File: src/rtl/switch_pkg.sv
// Shared switch definitions: word width and destination port codes.
// Used by the ingress queue and the downstream scheduler.
// No logic; types and constants only.
package switch_pkg;

    // Width of one packet word across the switch datapath
    localparam int WORD_W = 32;

    // Destination port code carried in bits [1:0] of every packet word
    typedef enum logic [1:0] {
        IDLE  = 2'b00,
        PORT1 = 2'b01,
        PORT2 = 2'b10,
        PORT3 = 2'b11
    } port_e;

endpackage

File: src/rtl/queue_ram.sv
// Storage array for the ingress queue: DEPTH x WIDTH, one write port.
// Latency: write lands on the clock edge, read is combinational.
// No backpressure; the caller guards writes.
module queue_ram
    import switch_pkg::*;
#(
    parameter  int WIDTH = WORD_W,
    parameter  int DEPTH = 4,
    localparam int AW    = $clog2(DEPTH)
) (
    input  logic             clk,
    input  logic             wr_en,
    input  logic [AW-1:0]    wr_addr,
    input  logic [WIDTH-1:0] wr_dat,
    input  logic [AW-1:0]    rd_addr,
    output logic [WIDTH-1:0] rd_dat
);

    // Contents are never reset; the queue masks empty slots at its output
    logic [WIDTH-1:0] mem_q [DEPTH];

    // Single write port
    always_ff @(posedge clk) begin
        if (wr_en) begin
            mem_q[wr_addr] <= wr_dat;
        end
    end

    assign rd_dat = mem_q[rd_addr];

endmodule

File: src/rtl/ingress_queue.sv
// Show-ahead ingress queue in front of the scheduler; zero words are dropped and counted.
// Latency: a word written into an empty queue appears on data one cycle later.
// Backpressure: in_ready = !full, and a same-cycle pop does not free a slot.
module ingress_queue
    import switch_pkg::*;
#(
    parameter int WIDTH = WORD_W,
    parameter int DEPTH = 4
) (
    input  logic             clk,
    input  logic             reset,
    input  logic [WIDTH-1:0] in_data,
    input  logic             in_valid,
    output logic             in_ready,
    output logic [WIDTH-1:0] data,
    output logic [1:0]       usedw,
    input  logic             rdreq,
    output logic             full,
    output logic [7:0]       drop_cnt,
    output logic             underflow
);

    localparam int AW = $clog2(DEPTH);
    localparam int CW = AW + 1;

    logic [AW-1:0]    wr_ptr_q, wr_ptr_d;
    logic [AW-1:0]    rd_ptr_q, rd_ptr_d;
    logic [CW-1:0]    count_q,  count_d;
    logic [WIDTH-1:0] data_q,   data_d;
    logic [1:0]       usedw_q,  usedw_d;
    logic             full_q,   full_d;
    logic [7:0]       drop_q,   drop_d;
    logic             unf_q,    unf_d;

    logic             wr_en;
    logic             rd_en;
    logic             drop_en;
    logic [WIDTH-1:0] ram_rd_dat;

    // Read address is the next head so the registered data output is ready one cycle after the update
    queue_ram #(
        .WIDTH (WIDTH),
        .DEPTH (DEPTH)
    ) u_ram (
        .clk     (clk),
        .wr_en   (wr_en),
        .wr_addr (wr_ptr_q),
        .wr_dat  (in_data),
        .rd_addr (rd_ptr_d),
        .rd_dat  (ram_rd_dat)
    );

    // Ready comes straight from the registered full flag: no pop-to-write bypass
    assign in_ready = !full_q;

    // Next-state: handshakes, pointers, occupancy and the registered output values
    always_comb begin
        wr_en    = in_valid && in_ready && (in_data != '0);
        drop_en  = in_valid && in_ready && (in_data == '0);
        rd_en    = rdreq && (count_q != '0);

        count_d  = count_q;
        case ({wr_en, rd_en})
            2'b10:   count_d = count_q + CW'(1);
            2'b01:   count_d = count_q - CW'(1);
            default: count_d = count_q;
        endcase

        wr_ptr_d = wr_en ? wr_ptr_q + AW'(1) : wr_ptr_q;
        rd_ptr_d = rd_en ? rd_ptr_q + AW'(1) : rd_ptr_q;

        drop_d   = (drop_en && (drop_q != 8'hFF)) ? drop_q + 8'd1 : drop_q;
        unf_d    = rdreq && (count_q == '0);
        full_d   = (count_d == CW'(DEPTH));
        usedw_d  = (count_d > CW'(3)) ? 2'd3 : count_d[1:0];

        // The next head is the word being written only when the queue drains to that slot this cycle
        if (count_d == '0) begin
            data_d = '0;
        end else if (wr_en && (rd_ptr_d == wr_ptr_q)) begin
            data_d = in_data;
        end else begin
            data_d = ram_rd_dat;
        end
    end

    // State and registered outputs, all cleared asynchronously
    always_ff @(posedge clk or posedge reset) begin
        if (reset) begin
            wr_ptr_q <= '0;
            rd_ptr_q <= '0;
            count_q  <= '0;
            data_q   <= '0;
            usedw_q  <= '0;
            full_q   <= 1'b0;
            drop_q   <= '0;
            unf_q    <= 1'b0;
        end else begin
            wr_ptr_q <= wr_ptr_d;
            rd_ptr_q <= rd_ptr_d;
            count_q  <= count_d;
            data_q   <= data_d;
            usedw_q  <= usedw_d;
            full_q   <= full_d;
            drop_q   <= drop_d;
            unf_q    <= unf_d;
        end
    end

    assign data      = data_q;
    assign usedw     = usedw_q;
    assign full      = full_q;
    assign drop_cnt  = drop_q;
    assign underflow = unf_q;

endmodule

File: config.mk
export PLATFORM = sky130hd
export DESIGN_NAME = ingress_queue
export DESIGN_NICKNAME = d
export VERILOG_FILES = /design/src/rtl/switch_pkg.sv /design/src/rtl/queue_ram.sv /design/src/rtl/ingress_queue.sv
export SDC_FILE = /design/constraint.sdc
export NUM_CORES = 1
export LEC_CHECK = 0
export ABC_AREA = 1
export ABC_CLOCK_PERIOD_IN_PS = 3100
export CAP_MARGIN = 5
export CORE_MARGIN = 4
export CORE_UTILIZATION = 55
export CTS_BUF_LIST = sky130_fd_sc_hd__clkbuf_4
export DETAILED_ROUTE_END_ITERATION = 10
export PLACE_DENSITY = 0.77
export REMOVE_ABC_BUFFERS = 1
export SETUP_SLACK_MARGIN = 0.15
export SLEW_MARGIN = 20
export SYNTH_ARGS = -nofsm -noshare
export SYNTH_HDL_FRONTEND = slang
export SYNTH_SLANG_ARGS = --single-unit
File: constraint.sdc
create_clock -name clk -period 3.1 [get_ports clk]
set_input_delay 0.62 -clock clk [delete_from_list [all_inputs] [get_ports clk]]
set_output_delay 0.62 -clock clk [all_outputs]
set_load 0.05 [all_outputs]
==> metrics.txt <==
outcome finished clean; Simple-Gate Fraction of Synth Area 26.0%; TNS Setup 0 ps; TritonCTS clock tree built; number of hold violations in the final report 0; VDD IR-drop max 0.548 mV; port bufs 80; vias in the first global route just under 6000; Worst Hold Class in2reg; final net count around 1000; cell area after synthesis 0.00815 sq mm; slew margin rel. 40.3%; Gate Count Post-Synth 812; period utilization between 90% and 100%; CP peak stage delay 460 ps; sequential share of the synthesized area between 60% and 70%; DP HPWL 11300 microns; Yosys top cell by area edfxtp_1; Unique masters post-synth 25; Remaining DRCs 0; Post-Place Cells 1098; GRT Total Usage 23.1%; Final WS setup 148 ps; clk slew on worst S/H paths 140 ps; Setup CP Type in2reg; Routed Wire Length 19000 microns; Die ar. 0.0168 sq mm; Inserted Clock Buffers 17; skew final 16.9 ps; Slowest cell on crit path clkdlybuf4s50_1; worst-path cell chain clkdlybuf4s50_1, nor2_1, nand2_1, nor2_1, nand2_2, o21ai_4, ha_2, inv_2, fa_2, nand2_1, nand2_1, or3_1, nand2_2, inv_1, nand2_4, clkbuf_16, nand2_1, nor2_1; pwr dens 1030 mW/mm^2; Mapped Avg Cell Area approximately 10 sq um; pre-CTS WS -587 ps; Placed Area 0.00954 sq mm; htree depth 4; largest net degree at the start of global routing 65; area of the multi-input gates 0.00240 sq mm; overall power 10.3 mW; CTS Hold Bufs 0; Ports 81; Final ANT Viol Nets 0; startpoint types input port; largest family of logic cells by synthesized area simple AND/OR/NAND/NOR gates; share of cells above drive strength 1 13.6%; RSZ-0062 raised after global routing false; DIE HEIGHT 130 microns; synth-to-layout area growth 22.5%; number of synthesized register bits 179; post-synth top area share approximately 47%; FILL cells 1104; final std cells w/o fill between 1000 and 1500; Worst-Margin Slew 895 ps; via count 5983; Finished Cell Area 0.00998 sq mm; Ys Warns 0; complex-gate fraction of the synthesized area 0.538%; core footprint 0.0145 sq mm; setup violators final 0; num rows 44; Clock Latency Late Sink 570 ps; Max Fclk 0.339 GHz; post-route minimum period 2950 ps; CP max FO 8; Die Span X approximately 130 microns; data arrival time at the worst-slack endpoint 3450 ps; Max-Cap Viols 0; critical path required time between 3000 and 4000 ps; # clock sinks 179; mux cell area share after synthesis 0%; Worst setup EP type flop; Initial Util 56.1%; post-synthesis xor/xnor area fraction less than 1%; Final Wtd Congestion approximately 0.84; register area 0.00512 sq mm; DR vias/cell 5.28; main area contributors after synthesis edfxtp_1 (47%), dfrtp_1 (16%), nand2_1 (7.3%); first-pass GRT wire length 29200 microns; clk buf depth 2; DR WL/cell 16.7 microns; static leakage power 4.44 nW; antenna violations before repair 1; DRT Pass-1 Iters 5; CTS Root Buffer Type clkbuf_4; Adder-Cell Fraction of Synth Area 1.17%; Remaining Overflow, GRT 0; initial drt markers roughly 620; most used cell, CP nand2_1; Final Max Slew Viols 0
==> kinds of logic (layout without fill, tap and decap cells) <==
logic type,count (synthesis),in the layout
AND/OR/NAND/NOR,441,441
flip-flops,179,179
buffers and inverters,168,305
XOR/XNOR,9,9
AO/OA/AOI/OAI,8,8
adder cells (fa/ha/maj),7,7
other,0,1
==> per-layer routing <==
metal / track usage [%] / routed length [microns] / part of all wire (%) / vias to the layer above
met2: 38.7 / 9590 / 51 / 206
met5: 0 / 0 / 0 / -
li1: - / - / - / 2900
met3: 4.54 / 1110 / 5.8 / 19
met4: 8.56 / 266 / 1.4 / 0
met1: 30.1 / 8010 / 42 / 2858
==> placed cells by master, fill, tap and decap left out, types with 5 or more instances in the layout <==
cell type and count:
buf_12 7, buf_4 58, clkbuf_4 21, clkdlybuf4s50_1 76
dfrtp_1 51, edfxtp_1 128, ha_1 5, inv_1 122
nand2_1 154, nand2_2 12, nand3_1 72, nand3b_1 65
nand4_1 35, nor2_1 84, nor2_2 11, o21ai_0 7
xor2_1 7
==> final cells by class <==
type / count / area share (%)
Sequential cell: 179 / 51.3
Inverter: 126 / 4.74
Timing Repair Buffer: 147 / 14.4
Multi-Input combinational cell: 465 / 24.0
Clock inverter: 11 / 1.61
Tap cell: 184 / 2.31
Antenna cell: 1 / 0.0251
Clock buffer: 21 / 1.58
==> stage by stage <==
step | util, % | hold WS (ps)
floorplan | - | 518
global placement | 65.6 | 525
detailed placement | 65.6 | 549
CTS | 67.8 | 405
global route | 68.6 | 362
finish | 68.6 | 391
==> sequential cells by signal, indices dropped and copies added (netlist names) <==
register,flops
u_ram.mem_q,128
data,32
drop_cnt,8
count_q,3
rd_ptr_q,2
usedw,2
wr_ptr_q,2
full,1
underflow,1
==> cells in the mapped netlist (all sizes together) <==
cell type    n
inv        125
or2          1
buf         36
nand3b      65
nand4       35
ha           6
fa           1
nand2      167
xor2         7
clkinv       1
nand3       72
or3          1
nor2        97
o21ai        8
dfrtp       51
edfxtp     128
clkbuf       6
xnor2        2
nor3         3
==> power by group <==
group          internal (mW)  leakage, nW  switching [mW]
logic                   1.84         2.49            3.56
registers               3.24         1.78           0.184
clock network          0.669        0.167           0.757
total                   5.76         4.44            4.50
==> critical path: cells and delay by family <==
kind / cells / cell delay, ps
buffers and inverters: 4 / 790
and+or+nand+nor: 11 / 1360
adders and majority gates: 2 / 540
AOI/OAI and AO/OA: 1 / 140
==> worst paths after layout <==
check / start / end / slack [ps] / cells after the start
min reg2reg: drop_cnt[4] / drop_cnt[4] / 570 / 2
min: in_data[29] / u_ram.mem_q[1][29] / 390 / 2
max: in_data[24] / data[17] / 150 / 18
max reg2reg: count_q[0] / data[17] / 590 / 16
max in group asynchronous: reset / data[28] / 2410 / 3
min in group asynchronous: reset / drop_cnt[7] / 440 / 3
==> timing repair <==
item,CTS,global route
cloned,0,2
setup buffers,0,1
setup endpoints to repair,32,32
pin swaps,0,10
endpoints found under the hold margin,0,0
gates resized for setup,2,18
(Power assumes the default switching activity.)
